$ cat config.mk
export PLATFORM = sky130hd
export DESIGN_NAME = sk6812_tx
export DESIGN_NICKNAME = d
export VERILOG_FILES = /design/src/rtl/sk6812_tx.sv
export SDC_FILE = /design/constraint.sdc
export NUM_CORES = 1
export LEC_CHECK = 0
export ABC_CLOCK_PERIOD_IN_PS = 7700
export CORE_MARGIN = 2
export CORE_UTILIZATION = 45
export CTS_CLUSTER_SIZE = 10
export DETAILED_ROUTE_END_ITERATION = 10
export GPL_TIMING_DRIVEN = 0
export PLACE_DENSITY = 0.62
export SETUP_SLACK_MARGIN = 0.02
export SYNTH_ARGS = -nofsm -noshare
export SYNTH_HDL_FRONTEND = slang
export SYNTH_SLANG_ARGS = --single-unit
$ cat constraint.sdc
create_clock -name i_clk -period 7.7 [get_ports i_clk]
set_input_delay 2.31 -clock i_clk [delete_from_list [all_inputs] [get_ports i_clk]]
set_output_delay 2.31 -clock i_clk [all_outputs]
set_load 0.05 [all_outputs]
$ cat src/rtl/sk6812_tx.sv
// sk6812_tx: 6502-bus FIFO-fed SK6812 one-wire LED transmitter.
// Bytes go out MSB first, back to back, and each frame ends with a latch low period.
module sk6812_tx #(
  parameter int FIFO_DEPTH = 16,
  parameter int T0H_CYC    = 4,
  parameter int T1H_CYC    = 7,
  parameter int BIT_CYC    = 15,
  parameter int LATCH_CYC  = 1000
) (
  input  logic       i_clk,
  input  logic       i_reset_n,
  input  logic       i_phi2,
  input  logic [3:0] i_addr,
  input  logic [7:0] i_data,
  input  logic       i_rw,
  input  logic       i_en,
  output logic [7:0] o_data,
  output logic       o_sk6812_data,
  output logic       o_irq
);
  localparam int AW = $clog2(FIFO_DEPTH);
  localparam int CW = AW + 1;
  localparam int CNT_MAX = BIT_CYC > LATCH_CYC ? BIT_CYC : LATCH_CYC;
  localparam int NW = $clog2(CNT_MAX + 1);
  typedef enum logic [2:0] {IDLE, LOAD, HIGH, LOW, LATCH} state_t;
  state_t state_q, state_d;
  logic [NW-1:0] cnt_q, cnt_d, hi_end, lo_end;
  logic [2:0] idx_q, idx_d;
  logic [7:0] sh_q, sh_d, data_q, data_d, rd_val;
  logic [7:0] mem_q [FIFO_DEPTH];
  logic [CW-1:0] count_q, count_d;
  logic [AW-1:0] wp_q, wp_d, rp_q, rp_d;
  logic phi2_q, sk_q, sk_d, ovf_q, ovf_d, en_q, en_d, irq_en_q, irq_en_d;
  logic wr, rd, push, pop, flush, empty, full, busy;
  assign empty = count_q == '0;
  assign full = count_q == CW'(FIFO_DEPTH);
  assign busy = state_q != IDLE;
  assign o_data = data_q;
  assign o_sk6812_data = sk_q;
  assign o_irq = irq_en_q && empty && !busy;
  always_comb begin
    state_d = state_q;
    cnt_d = cnt_q + 1'b1;
    idx_d = idx_q;
    sh_d = sh_q;
    sk_d = sk_q;
    pop = 1'b0;
    hi_end = sh_q[7] ? NW'(T1H_CYC - 1) : NW'(T0H_CYC - 1);
    lo_end = sh_q[7] ? NW'(BIT_CYC - T1H_CYC - 1) : NW'(BIT_CYC - T0H_CYC - 1);
    case (state_q)
      IDLE: begin
        cnt_d = '0;
        state_d = en_q && !empty ? LOAD : IDLE;
      end
      LOAD: begin
        cnt_d = '0;
        pop = !empty;
        sh_d = mem_q[rp_q];
        idx_d = 3'd7;
        sk_d = !empty;
        state_d = empty ? IDLE : HIGH;
      end
      HIGH: if (cnt_q == hi_end) begin
        cnt_d = '0;
        sk_d = 1'b0;
        state_d = LOW;
      end
      LOW: if (cnt_q == lo_end) begin
        cnt_d = '0;
        // next bit, next byte with no gap, or end of frame
        if (idx_q != 3'd0) begin
          sh_d = {sh_q[6:0], 1'b0};
          idx_d = idx_q - 1'b1;
          sk_d = 1'b1;
          state_d = HIGH;
        end else if (en_q && !empty) begin
          pop = 1'b1;
          sh_d = mem_q[rp_q];
          idx_d = 3'd7;
          sk_d = 1'b1;
          state_d = HIGH;
        end else begin
          state_d = LATCH;
        end
      end
      LATCH: if (cnt_q == NW'(LATCH_CYC - 1)) begin
        cnt_d = '0;
        state_d = IDLE;
      end
      default: state_d = IDLE;
    endcase
  end
  always_comb begin
    wr = !i_phi2 && phi2_q && !i_rw && i_en;
    rd = i_phi2 && !phi2_q && i_rw && i_en;
    flush = wr && i_addr == 4'd3 && i_data[2];
    push = wr && i_addr == 4'd0 && !full && !flush;
    rd_val = i_addr == 4'd1 ? {4'b0, ovf_q, empty, full, busy} :
             i_addr == 4'd2 ? 8'(count_q) :
             i_addr == 4'd3 ? {6'b0, irq_en_q, en_q} : 8'h00;
    data_d = rd ? rd_val : data_q;
    ovf_d = wr && i_addr == 4'd0 && full ? 1'b1 : rd && i_addr == 4'd1 ? 1'b0 : ovf_q;
    en_d = wr && i_addr == 4'd3 ? i_data[0] : en_q;
    irq_en_d = wr && i_addr == 4'd3 ? i_data[1] : irq_en_q;
    count_d = flush ? '0 : count_q + CW'(push) - CW'(pop);
    wp_d = flush ? '0 : push ? wp_q + 1'b1 : wp_q;
    rp_d = flush ? '0 : pop ? rp_q + 1'b1 : rp_q;
  end
  always_ff @(posedge i_clk) begin
    if (push) mem_q[wp_q] <= i_data;
  end
  always_ff @(posedge i_clk or negedge i_reset_n) begin
    if (!i_reset_n) begin
      state_q <= IDLE;
      cnt_q <= '0;
      idx_q <= '0;
      sh_q <= '0;
      sk_q <= 1'b0;
      phi2_q <= 1'b0;
      data_q <= '0;
      ovf_q <= 1'b0;
      en_q <= 1'b0;
      irq_en_q <= 1'b0;
      count_q <= '0;
      wp_q <= '0;
      rp_q <= '0;
    end else begin
      state_q <= state_d;
      cnt_q <= cnt_d;
      idx_q <= idx_d;
      sh_q <= sh_d;
      sk_q <= sk_d;
      phi2_q <= i_phi2;
      data_q <= data_d;
      ovf_q <= ovf_d;
      en_q <= en_d;
      irq_en_q <= irq_en_d;
      count_q <= count_d;
      wp_q <= wp_d;
      rp_q <= rp_d;
    end
  end
endmodule

==> results of run 1 <==
[flip-flops by register name, summed over array words and instances (netlist names)]
register	count
mem_q	128
cnt_q	10
sh_q	8
count_q	5
o_data	5
rp_q	4
wp_q	4
idx_q	3
state_q	3
en_q	1
irq_en_q	1
o_sk6812_data	1
ovf_q	1
phi2_q	1
[worst reg2reg max path, delay by kind of cell (launching register included)]
kind	cells	cell delay, ns
flops	1	0.40
buf+inv	5	0.59
simple gates	4	1.39
fa+ha+maj	4	0.96
compound gates	2	0.27
[through the flow]
| stage | util, % | instance area (um^2) | hold slack, ns | cells | worst slack, ns |
|---|---|---|---|---|---|
| after detailed placement | 49.5 | 8220 | 0.473 | 777 | 1.69 |
| after CTS | 52.9 | 8770 | 0.489 | 809 | 2.13 |
| after global routing | 52.9 | 8770 | 0.512 | 810 | 1.88 |
| after floorplan | - | 7640 | 0.457 | 530 | 2.83 |
| final | 52.9 | 8770 | 0.487 | 810 | 2.16 |
| after global placement | 49.1 | 8140 | 0.470 | 772 | 1.56 |
[worst paths after layout]
kind,from,endpoint,slack (ns),cells after the start
setup / recovery,i_addr[1],count_q[4],2.16,14
hold / removal,o_data[3],o_data[3],0.49,2
setup reg to reg,count_q[2],count_q[4],4.03,15
hold reg to reg,o_data[3],o_data[3],0.49,2
max in group asynchronous,i_reset_n,wp_q[3],5.39,2
min in group asynchronous,i_reset_n,idx_q[2],1.80,1
[cell usage in the layout, fill, tap and decap left out, drive strengths merged, types with 9 or more instances in the layout]
master	count
nand3	9
mux2i	15
nor2	38
inv	28
nor3	11
a21oi	28
o21ai	11
nand2	42
mux4	26
clkdlybuf4s50	21
ha	14
dfrtp	47
clkbuf	40
buf	15
edfxtp	128
[final cells by class]
cell class / count / area (um^2)
Fill cell: 1365 / 7810
Sequential cell: 175 / 5020
Multi-Input combinational cell: 304 / 2440
Clock buffer: 18 / 429
Tap cell: 220 / 275
Timing Repair Buffer: 28 / 273
Buffer: 30 / 131
Clock inverter: 14 / 123
Inverter: 21 / 78.8
[synthesized netlist by cell type (2+ instances only)]
cell type  count
and2_1         3
nor2_1        38
a21oi_1       28
a32oi_1        3
edfxtp_1     128
ha_1          14
nor2b_1        7
nor4_1         4
nand4b_1       3
o211ai_1       8
dfrtp_1       47
buf_4          3
a22oi_1        2
o31ai_1        5
nor4b_1        2
nand3_1        9
mux2_2         3
nand4_1        3
clkbuf_1      20
or3_1          3
a311oi_1       7
mux2i_1       15
xor2_1         8
mux4_2        26
o21ai_0       11
buf_2          5
nor3_1        11
and3_1         3
o2bb2ai_1      7
nand2b_1       7
o32a_1         2
nand2_1       41
or4_1          2
inv_1         21
xnor2_1        7
[report_power, final]
| group | internal, W | switching (W) | leakage [nW] |
|---|---|---|---|
| combinational | 0.000365 | 0.000505 | 1.11 |
| clock | 0.000424 | 0.000382 | 0.264 |
| sequential | 0.00109 | 0.0000725 | 1.74 |
| total | 0.00188 | 0.000960 | 3.11 |
[per-layer routing]
| layer | GRT usage [%] | vias up | wire length [um] |
|---|---|---|---|
| li1 | - | 2097 | - |
| met5 | 0 | - | 0 |
| met4 | 7.02 | 0 | 286 |
| met3 | 3.44 | 20 | 586 |
| met2 | 30.9 | 96 | 7950 |
| met1 | 25.4 | 2276 | 6950 |
[cell families (layout without fill, tap and decap cells)]
group                      count (synthesis)  in the layout  share of synthesized area, %
DFF                                      175            175                          65.7
and+or+nand+nor                          145            145                          9.55
AOI/OAI and AO/OA                         81             81                          7.41
buffers and inverters                     51            111                          2.75
muxes                                     45             45                          10.2
adders and majority gates                 15             15                          2.56
xor gates and xnor gates                  15             15                          1.72
other                                      1              3                        0.0491
==> results.sh, run 1 <==
export IMPL_required_ns=8.06
export IMPL_path_cells="clkdlybuf4s50_1 -> or3_1 -> nor4_2 -> inv_1 -> ha_1 -> inv_1 -> ha_1 -> inv_1 -> fa_1 -> inv_1 -> a21oi_1 -> nor2_1 -> or3_1 -> a21oi_1"
export IMPL_die_height_um=134
export IMPL_grt_max_degree=33
export IMPL_drtIter0Drc=283
export IMPL_synth_area_leader_cell="edfxtp_1"
export IMPL_grt_util_all_layers_pct=18.9
export IMPL_gp_congestion=0.815
export IMPL_max_slew_margin_pct=10.4
export IMPL_setup_violations=0
export IMPL_synth_avg_cell_area_um2=14.5
export IMPL_worstSetupStartpointType="input port"
export IMPL_finalPower_w=0.00284
export IMPL_yosys_warnings=0
export IMPL_diodes=0
export IMPL_die_area_mm2=0.0180
export IMPL_synth_cell_types=57
export IMPL_ant_nets=0
export IMPL_path_clk_slew_ns=0.07
export IMPL_io_pins=27
export IMPL_port_buffers=22
export IMPL_final_nets=609
export IMPL_setup_tns_final_ns=0
export IMPL_clock_fmax_mhz=181
export IMPL_cts_resized_gates=0
export IMPL_synth_edf_count=128
export IMPL_postSynthCellCount=528
export IMPL_syn_area_mm2=0.00764
export IMPL_cts_tree="built"
export IMPL_powerDensity_mw_per_mm2=324
export IMPL_area_growth_pct=14.9
export IMPL_antenna_found_initial=0
export IMPL_cts_htree_levels=4
export IMPL_hp_class="reg -> reg"
export IMPL_synth_top_cells_by_area="edfxtp_1 (50%), dfrtp_1 (15%), mux4_2 (7.7%)"
export IMPL_root_buffer="clkbuf_16"
export IMPL_endpoint_kind="flop"
export IMPL_finalHoldViolCount=0
export IMPL_wl_mm=15.8
export IMPL_crit_fanout=9
export IMPL_synth_top_area_share_pct=50.3
export IMPL_initial_core_util_pct=46.0
export IMPL_seq_area_frac_synth_pct=65.7
export IMPL_critPathBufInv=5
export IMPL_ys_async_sr_fraction_pct=26.9
export IMPL_slowest_delay_ns=0.70
export IMPL_cp_data_arrival_time_ns=5.89
export IMPL_drv_cap=0
export IMPL_slowest_stage="nor4_2"
export IMPL_overflow=0
export IMPL_violations="DRC"
export IMPL_irDropWorstVdd_v=0.000173
export IMPL_path_common_cell="inv_1"
export IMPL_cts_sinks=175
export IMPL_drt_drc_violations_left=1
export IMPL_first_pass_iters=8
export IMPL_clk_path_buf_depth=2
export IMPL_num_vias=4489
export IMPL_grt_pass1_wl_mm=25.4
export IMPL_tightest_slew_ns=1.33
export IMPL_num_rows=47
export IMPL_leakage_nw=3.11
export IMPL_ys_ff_latch=175
export IMPL_cts_buffers=17
export IMPL_die_w_um=134
export IMPL_core_area_mm2=0.0166
export IMPL_via_per_inst=5.54
export IMPL_drive_gt1_share_pct=14.9
export IMPL_cts_setup_buffers=0
export IMPL_rsz0062_at_grt="no"
export IMPL_clk_latency_ns=0.43
export IMPL_synth_top_flop_cell="edfxtp_1"
export IMPL_fin_crit_sh_pct=71.9
export IMPL_grt_pass1_vias=4476
export IMPL_postCtsHoldBufs=0
export IMPL_dp_hpwl_mm=10.9
export IMPL_cp_top_family="simple AND/OR/NAND/NOR gates"
export IMPL_crit_type="in -> reg"
export IMPL_min_period_ns=5.54
export IMPL_status="finished with violations"
export IMPL_fin_skew_ns=0.0108
export IMPL_slew_violations=0
export IMPL_wl_per_cell_um=19.5
Note: power is estimated with default switching activity, not from simulation.
==> run 2: changes to the inputs <==
--- a/config.mk
+++ b/config.mk
@@ -5,13 +5,13 @@
 export SDC_FILE = /design/constraint.sdc
 export NUM_CORES = 1
 export LEC_CHECK = 0
-export ABC_CLOCK_PERIOD_IN_PS = 7700
+export ABC_CLOCK_PERIOD_IN_PS = 5030
 export CORE_MARGIN = 2
 export CORE_UTILIZATION = 45
 export CTS_CLUSTER_SIZE = 10
 export DETAILED_ROUTE_END_ITERATION = 10
 export GPL_TIMING_DRIVEN = 0
-export PLACE_DENSITY = 0.62
+export PLACE_DENSITY = 0.64
 export SETUP_SLACK_MARGIN = 0.02
 export SYNTH_ARGS = -nofsm -noshare
 export SYNTH_HDL_FRONTEND = slang
==> constraint.sdc (replaced) <==
create_clock -name i_clk -period 5.03 [get_ports i_clk]
set_input_delay 1.509 -clock i_clk [delete_from_list [all_inputs] [get_ports i_clk]]
set_output_delay 1.509 -clock i_clk [all_outputs]
set_load 0.05 [all_outputs]
==> run 2 against run 1 <==
Net effect:
- the flow now finishes without violations
- combinational power is 53% higher
- critical endpoint unchanged
- core utilization increased by 0.26 points
- sequential power increased by 54%
- via count grew 0.96%
- wire length rose by 1.5%
- clock skew decreased by 0.0046 ns
- die area unchanged
- critical path depth did not move
- cell count down 0.12%
==> results.sh, run 2 (synthesis gave the netlist of run 1 again) <==
export IMPL_whs_ns=0.496
export IMPL_path_clk_slew_ns=0.07
export IMPL_wl_per_cell_um=19.8
export IMPL_grt_util_all_layers_pct=19.4
export IMPL_root_buffer="clkbuf_16"
export IMPL_finalPower_w=0.00443
export IMPL_port_buffers=22
export IMPL_tightest_slew_ns=1.31
export IMPL_grt_pass1_vias=4709
export IMPL_drive_gt1_share_pct=15.1
export IMPL_top_regs="mem_q: 128 flops, cnt_q: 10 flops, sh_q: 8 flops"
export IMPL_drt_drc_violations_left=0
export IMPL_hp_class="reg -> reg"
export IMPL_die_height_um=134
export IMPL_drv_cap=0
export IMPL_cts_setup_buffers=0
export IMPL_num_rows=47
export IMPL_max_slew_margin_pct=12.1
export IMPL_r2r_start="count_q[2]"
export IMPL_rrSetupSlack_ns=1.60
export IMPL_overflow=0
export IMPL_fin_util_pct=53.2
export IMPL_layout_commonest_cell="edfxtp_1"
export IMPL_rsz0062_at_grt="no"
export IMPL_min_from="o_data[3]"
export IMPL_worstSetupStartpointType="input port"
export IMPL_endpoint_kind="flop"
export IMPL_clk_path_buf_depth=2
export IMPL_die_area_mm2=0.0180
export IMPL_fin_crit_sh_pct=89.1
export IMPL_fin_ws_ns=0.550
export IMPL_io_pins=27
export IMPL_grt_max_degree=29
export IMPL_gp_congestion=0.816
export IMPL_fin_skew_ns=0.00622
export IMPL_slew_violations=0
export IMPL_irDropWorstVdd_v=0.000310
export IMPL_reg2reg_to="count_q[4]"
export IMPL_nFillCells=1369
export IMPL_area_growth_pct=15.5
export IMPL_cts_tree="built"
export IMPL_initial_core_util_pct=46.0
export IMPL_first_pass_iters=5
export IMPL_diodes=0
export IMPL_crit_fanout=9
export IMPL_antenna_found_initial=0
export IMPL_hold_path_cell_count=2
export IMPL_die_w_um=134
export IMPL_num_vias=4532
export IMPL_grt_pass1_wl_mm=26.2
export IMPL_clock_fmax_mhz=223
export IMPL_crit_type="in -> reg"
export IMPL_largest_reg_flops=128
export IMPL_final_cells=809
export IMPL_setup_violations=0
export IMPL_ant_nets=0
export IMPL_wl_mm=16.0
export IMPL_cts_buffers=17
export IMPL_clk_latency_ns=0.43
export IMPL_final_nets=608
export IMPL_required_ns=5.39
export IMPL_dp_hpwl_mm=11.0
export IMPL_status="finished clean"
export IMPL_via_per_inst=5.60
export IMPL_dp_cells=777
export IMPL_r2r_cells=15
export IMPL_finalHoldViolCount=0
export IMPL_top_register="mem_q"
export IMPL_leakage_nw=3.13
export IMPL_cp_data_arrival_time_ns=4.84
export IMPL_whs_endpoint="o_data[3]"
export IMPL_powerDensity_mw_per_mm2=503
export IMPL_core_area_mm2=0.0166
export IMPL_min_period_ns=4.48
export IMPL_cts_htree_levels=4
export IMPL_post_place_ws_ns=-0.189
export IMPL_drtIter0Drc=341
export IMPL_cts_sinks=175
export IMPL_final_cell_mix="edfxtp_1 (128), dfrtp_1 (47), nand2_1 (41)"
-- run 2: cell types whose count changed in the layout (fill, tap and decap cells not counted), sizes merged --
| cell | previous run | this run |
|---|---|---|
| clkinvlp | 3 | 2 |
| bufinv | 0 | 1 |
| clkbuf | 40 | 38 |
| clkinv | 4 | 2 |
| inv | 28 | 31 |
-- run 2: timing repair --
item,4_1_cts,5_1_grt
endpoints found under the setup margin,0,1
gates resized for setup,0,1
hold buffers,0,0
-- run 2: layout make-up --
class	instances	area [um^2]	area share (%)
flip-flops and latches	175	5020	56.9
inverters	21	78.8	0.894
repair buffers	27	265	3.01
multi-input cells	304	2460	27.9
clock inverters	15	163	1.84
clock buffers	17	425	4.82
well taps	220	275	3.12
plain buffers	30	131	1.49
-- run 2: critical path, stage by stage --
cell,delay [ns]
clkdlybuf4s50_1,0.51
or3_1,0.48
nor4_4,0.47
inv_1,0.29
ha_1,0.35
inv_1,0.04
ha_1,0.18
inv_1,0.07
fa_1,0.20
inv_1,0.05
a21oi_1,0.12
nor2_1,0.07
or3_1,0.34
a21oi_1,0.14
-- run 2: worst max-delay path by stage --
stage | from | to | slack (ns)
after floorplan | i_addr[1] | count_q[4] | 0.96
after global placement | i_addr[1] | mem_q[1][3] | -0.36
after detailed placement | i_addr[1] | count_q[4] | -0.19
after CTS | i_addr[1] | count_q[4] | 0.25
after global routing | i_addr[1] | count_q[4] | 0.32
final | i_addr[1] | count_q[4] | 0.55
-- run 2: power breakdown --
group | total, W | switching [W] | internal (W)
Clock | 0.00131 | 0.000606 | 0.000708
Sequential | 0.00179 | 0.000115 | 0.00167
Combinational | 0.00133 | 0.000773 | 0.000561
-- run 2: per-layer routing --
layer  vias up  global-route usage [%]  part of all wire, %
li1       2097                       -                    -
met1      2347                    25.5                   45
met2        75                    32.3                   51
met3        13                    4.38                  3.1
met4         0                    6.32                  1.3
met5         -                       0                    0
-- run 2: through the flow --
step           TNS (ns)  cell area [um^2]
3_3_place_gp     -11.23              8140
3_5_place_dp     -0.189              8220
5_1_grt               0              8820
4_1_cts               0              8800
2_1_floorplan         0              7640
6_report              0              8820
==> run 3: changes to the inputs <==
--- a/config.mk
+++ b/config.mk
@@ -7,11 +7,11 @@
 export LEC_CHECK = 0
 export ABC_CLOCK_PERIOD_IN_PS = 5030
 export CORE_MARGIN = 2
-export CORE_UTILIZATION = 45
+export CORE_UTILIZATION = 55
 export CTS_CLUSTER_SIZE = 10
 export DETAILED_ROUTE_END_ITERATION = 10
 export GPL_TIMING_DRIVEN = 0
-export PLACE_DENSITY = 0.64
+export PLACE_DENSITY = 0.76
 export SETUP_SLACK_MARGIN = 0.02
 export SYNTH_ARGS = -nofsm -noshare
 export SYNTH_HDL_FRONTEND = slang
==> run 3 against run 2 <==
Net effect:
- clock-buffer cell count grew 3
- cell count shrank 4.9%
- fmax shrank 1.1%
- clock skew grew 0.0023 ns
- combinational power is essentially flat
- critical path depth is the same
- critical path type unchanged
- largest cell class unchanged
==> results.sh, run 3 (synthesis gave the netlist of run 1 again) <==
export IMPL_cts_tree="built"
export IMPL_power_frac_seq_pct=40.2
export IMPL_cts_sinks=175
export IMPL_setup_violations=0
export IMPL_final_cell_mix="edfxtp_1 (128), dfrtp_1 (47), nand2_1 (41)"
export IMPL_worstSetupStartpointType="input port"
export IMPL_wl_per_cell_um=20.0
export IMPL_setup_tns_final_ns=0
export IMPL_ant_nets=0
export IMPL_top_register="mem_q"
export IMPL_rsz0062_at_grt="no"
export IMPL_first_pass_iters=5
export IMPL_path_cells="clkdlybuf4s50_1 -> or3_1 -> nor4_4 -> inv_1 -> ha_1 -> inv_1 -> ha_1 -> inv_1 -> fa_1 -> inv_1 -> a21oi_1 -> nor2_1 -> or3_1 -> a21oi_1"
export IMPL_final_nets=609
export IMPL_p_int_w=0.00302
export IMPL_gp_congestion=0.902
export IMPL_port_buffers=22
export IMPL_drv_cap=0
export IMPL_crit_type="in -> reg"
export IMPL_whs_ns=0.488
export IMPL_fin_skew_ns=0.00855
export IMPL_p_sw_w=0.00142
export IMPL_hp_class="reg -> reg"
export IMPL_slowest_stage="nor4_4"
export IMPL_swShare_pct=32.0
export IMPL_root_buffer="clkbuf_16"
export IMPL_core_area_mm2=0.0137
export IMPL_area_growth_pct=14.9
export IMPL_die_height_um=122
export IMPL_grt_pass1_vias=4650
export IMPL_irDropWorstVdd_v=0.000314
export IMPL_dp_hpwl_mm=10.3
export IMPL_diodes=0
export IMPL_grt_util_all_layers_pct=22.8
export IMPL_die_w_um=122
export IMPL_initial_core_util_pct=55.7
export IMPL_clkPwrFrac_pct=29.9
export IMPL_path_common_cell="inv_1"
export IMPL_endpoint_kind="flop"
export IMPL_nFillCells=997
export IMPL_min_period_ns=4.53
export IMPL_top_regs="mem_q: 128 flops, cnt_q: 10 flops, sh_q: 8 flops"
export IMPL_tightest_slew_ns=1.32
export IMPL_drtIter0Drc=421
export IMPL_leakage_nw=3.14
export IMPL_num_vias=4561
export IMPL_status="finished clean"
export IMPL_clk_latency_ns=0.43
export IMPL_overflow=0
export IMPL_path_clk_slew_ns=0.06
export IMPL_grt_max_degree=35
export IMPL_cts_buffers=17
export IMPL_finalHoldViolCount=0
export IMPL_cts_htree_levels=4
export IMPL_via_per_inst=5.93
export IMPL_slew_violations=0
export IMPL_grt_pass1_wl_mm=24.6
export IMPL_max_slew_margin_pct=11.6
export IMPL_layout_commonest_cell="edfxtp_1"
export IMPL_wl_mm=15.4
export IMPL_clk_path_buf_depth=2
export IMPL_powerDensity_mw_per_mm2=506
export IMPL_required_ns=5.39
export IMPL_fin_crit_sh_pct=90.1
export IMPL_io_pins=27
export IMPL_drive_gt1_share_pct=14.4
export IMPL_cp_data_arrival_time_ns=4.89
export IMPL_drt_drc_violations_left=0
export IMPL_num_rows=43
export IMPL_die_area_mm2=0.0148
export IMPL_clock_fmax_mhz=221
export IMPL_antenna_found_initial=0
export IMPL_slowest_delay_ns=0.52
export IMPL_crit_fanout=9
export IMPL_p_comb_share_pct=29.9
export IMPL_largest_reg_flops=128
[run 3: through the flow]
| step | instances | cell area, um^2 | setup slack (ns) | total power, W | util [%] |
|---|---|---|---|---|---|
| after detailed placement | 737 | 8160 | -0.190 | 0.00313 | 59.5 |
| after global routing | 769 | 8770 | 0.316 | 0.00467 | 63.9 |
| after global placement | 732 | 8090 | -0.397 | 0.00307 | 59.0 |
| after floorplan | 530 | 7640 | 0.959 | 0.00276 | - |
| after CTS | 768 | 8750 | 0.115 | 0.00445 | 63.8 |
| final | 769 | 8770 | 0.500 | 0.00444 | 63.9 |
[run 3: final cells by class]
| cell class | instances | area [um^2] | share of cell area [%] |
|---|---|---|---|
| multi-input cells | 304 | 2450 | 28.0 |
| plain buffers | 30 | 131 | 1.50 |
| well taps | 180 | 225 | 2.57 |
| clock inverters | 11 | 155 | 1.77 |
| repair buffers | 28 | 273 | 3.11 |
| clock buffers | 20 | 437 | 4.98 |
| inverters | 21 | 78.8 | 0.898 |
| flip-flops and latches | 175 | 5020 | 57.2 |
[run 3: worst paths after layout]
path | end | slack [ns] | cells past startpoint | start
worst min register to register | o_data[4] | 0.49 | 2 | o_data[4]
worst max register to register | count_q[4] | 1.57 | 15 | count_q[2]
max in group asynchronous | sh_q[5] | 3.57 | 2 | i_reset_n
worst max-delay path | count_q[4] | 0.50 | 14 | i_addr[1]
min in group asynchronous | wp_q[1] | 0.97 | 1 | i_reset_n
worst min-delay path | o_data[4] | 0.49 | 2 | o_data[4]
[run 3: routing by layer]
| metal | vias up | GRT usage (%) | share of wire [%] | routed length, um |
|---|---|---|---|---|
| met3 | 40 | 4.73 | 6.0 | 923 |
| met2 | 156 | 36.9 | 50 | 7620 |
| met4 | 0 | 10.9 | 3.1 | 479 |
| met1 | 2273 | 29.9 | 41 | 6360 |
| li1 | 2092 | - | - | - |
| met5 | - | 0 | 0 | 0 |
[run 3: repair_timing]
action,4_1_cts,5_1_grt
resized for setup,0,1
hold buffers,0,0
setup endpoints to repair,0,1
buffers inserted,0,0
[run 3: worst max-delay path, delay by kind of cell]
kind / cells / cell delay [ns]
compound gates: 2 / 0.27
fa+ha+maj: 3 / 0.74
buf+inv: 5 / 0.99
simple gates: 4 / 1.39
[run 3: power by group through the flow]
stage	Combinational, W	Sequential (W)	Clock, W
detailed placement	0.00132	0.00181	0
global placement	0.00127	0.00180	0
floorplan	0.000964	0.00180	0
global route	0.00147	0.00180	0.00140
CTS	0.00133	0.00178	0.00134
finish	0.00133	0.00178	0.00133
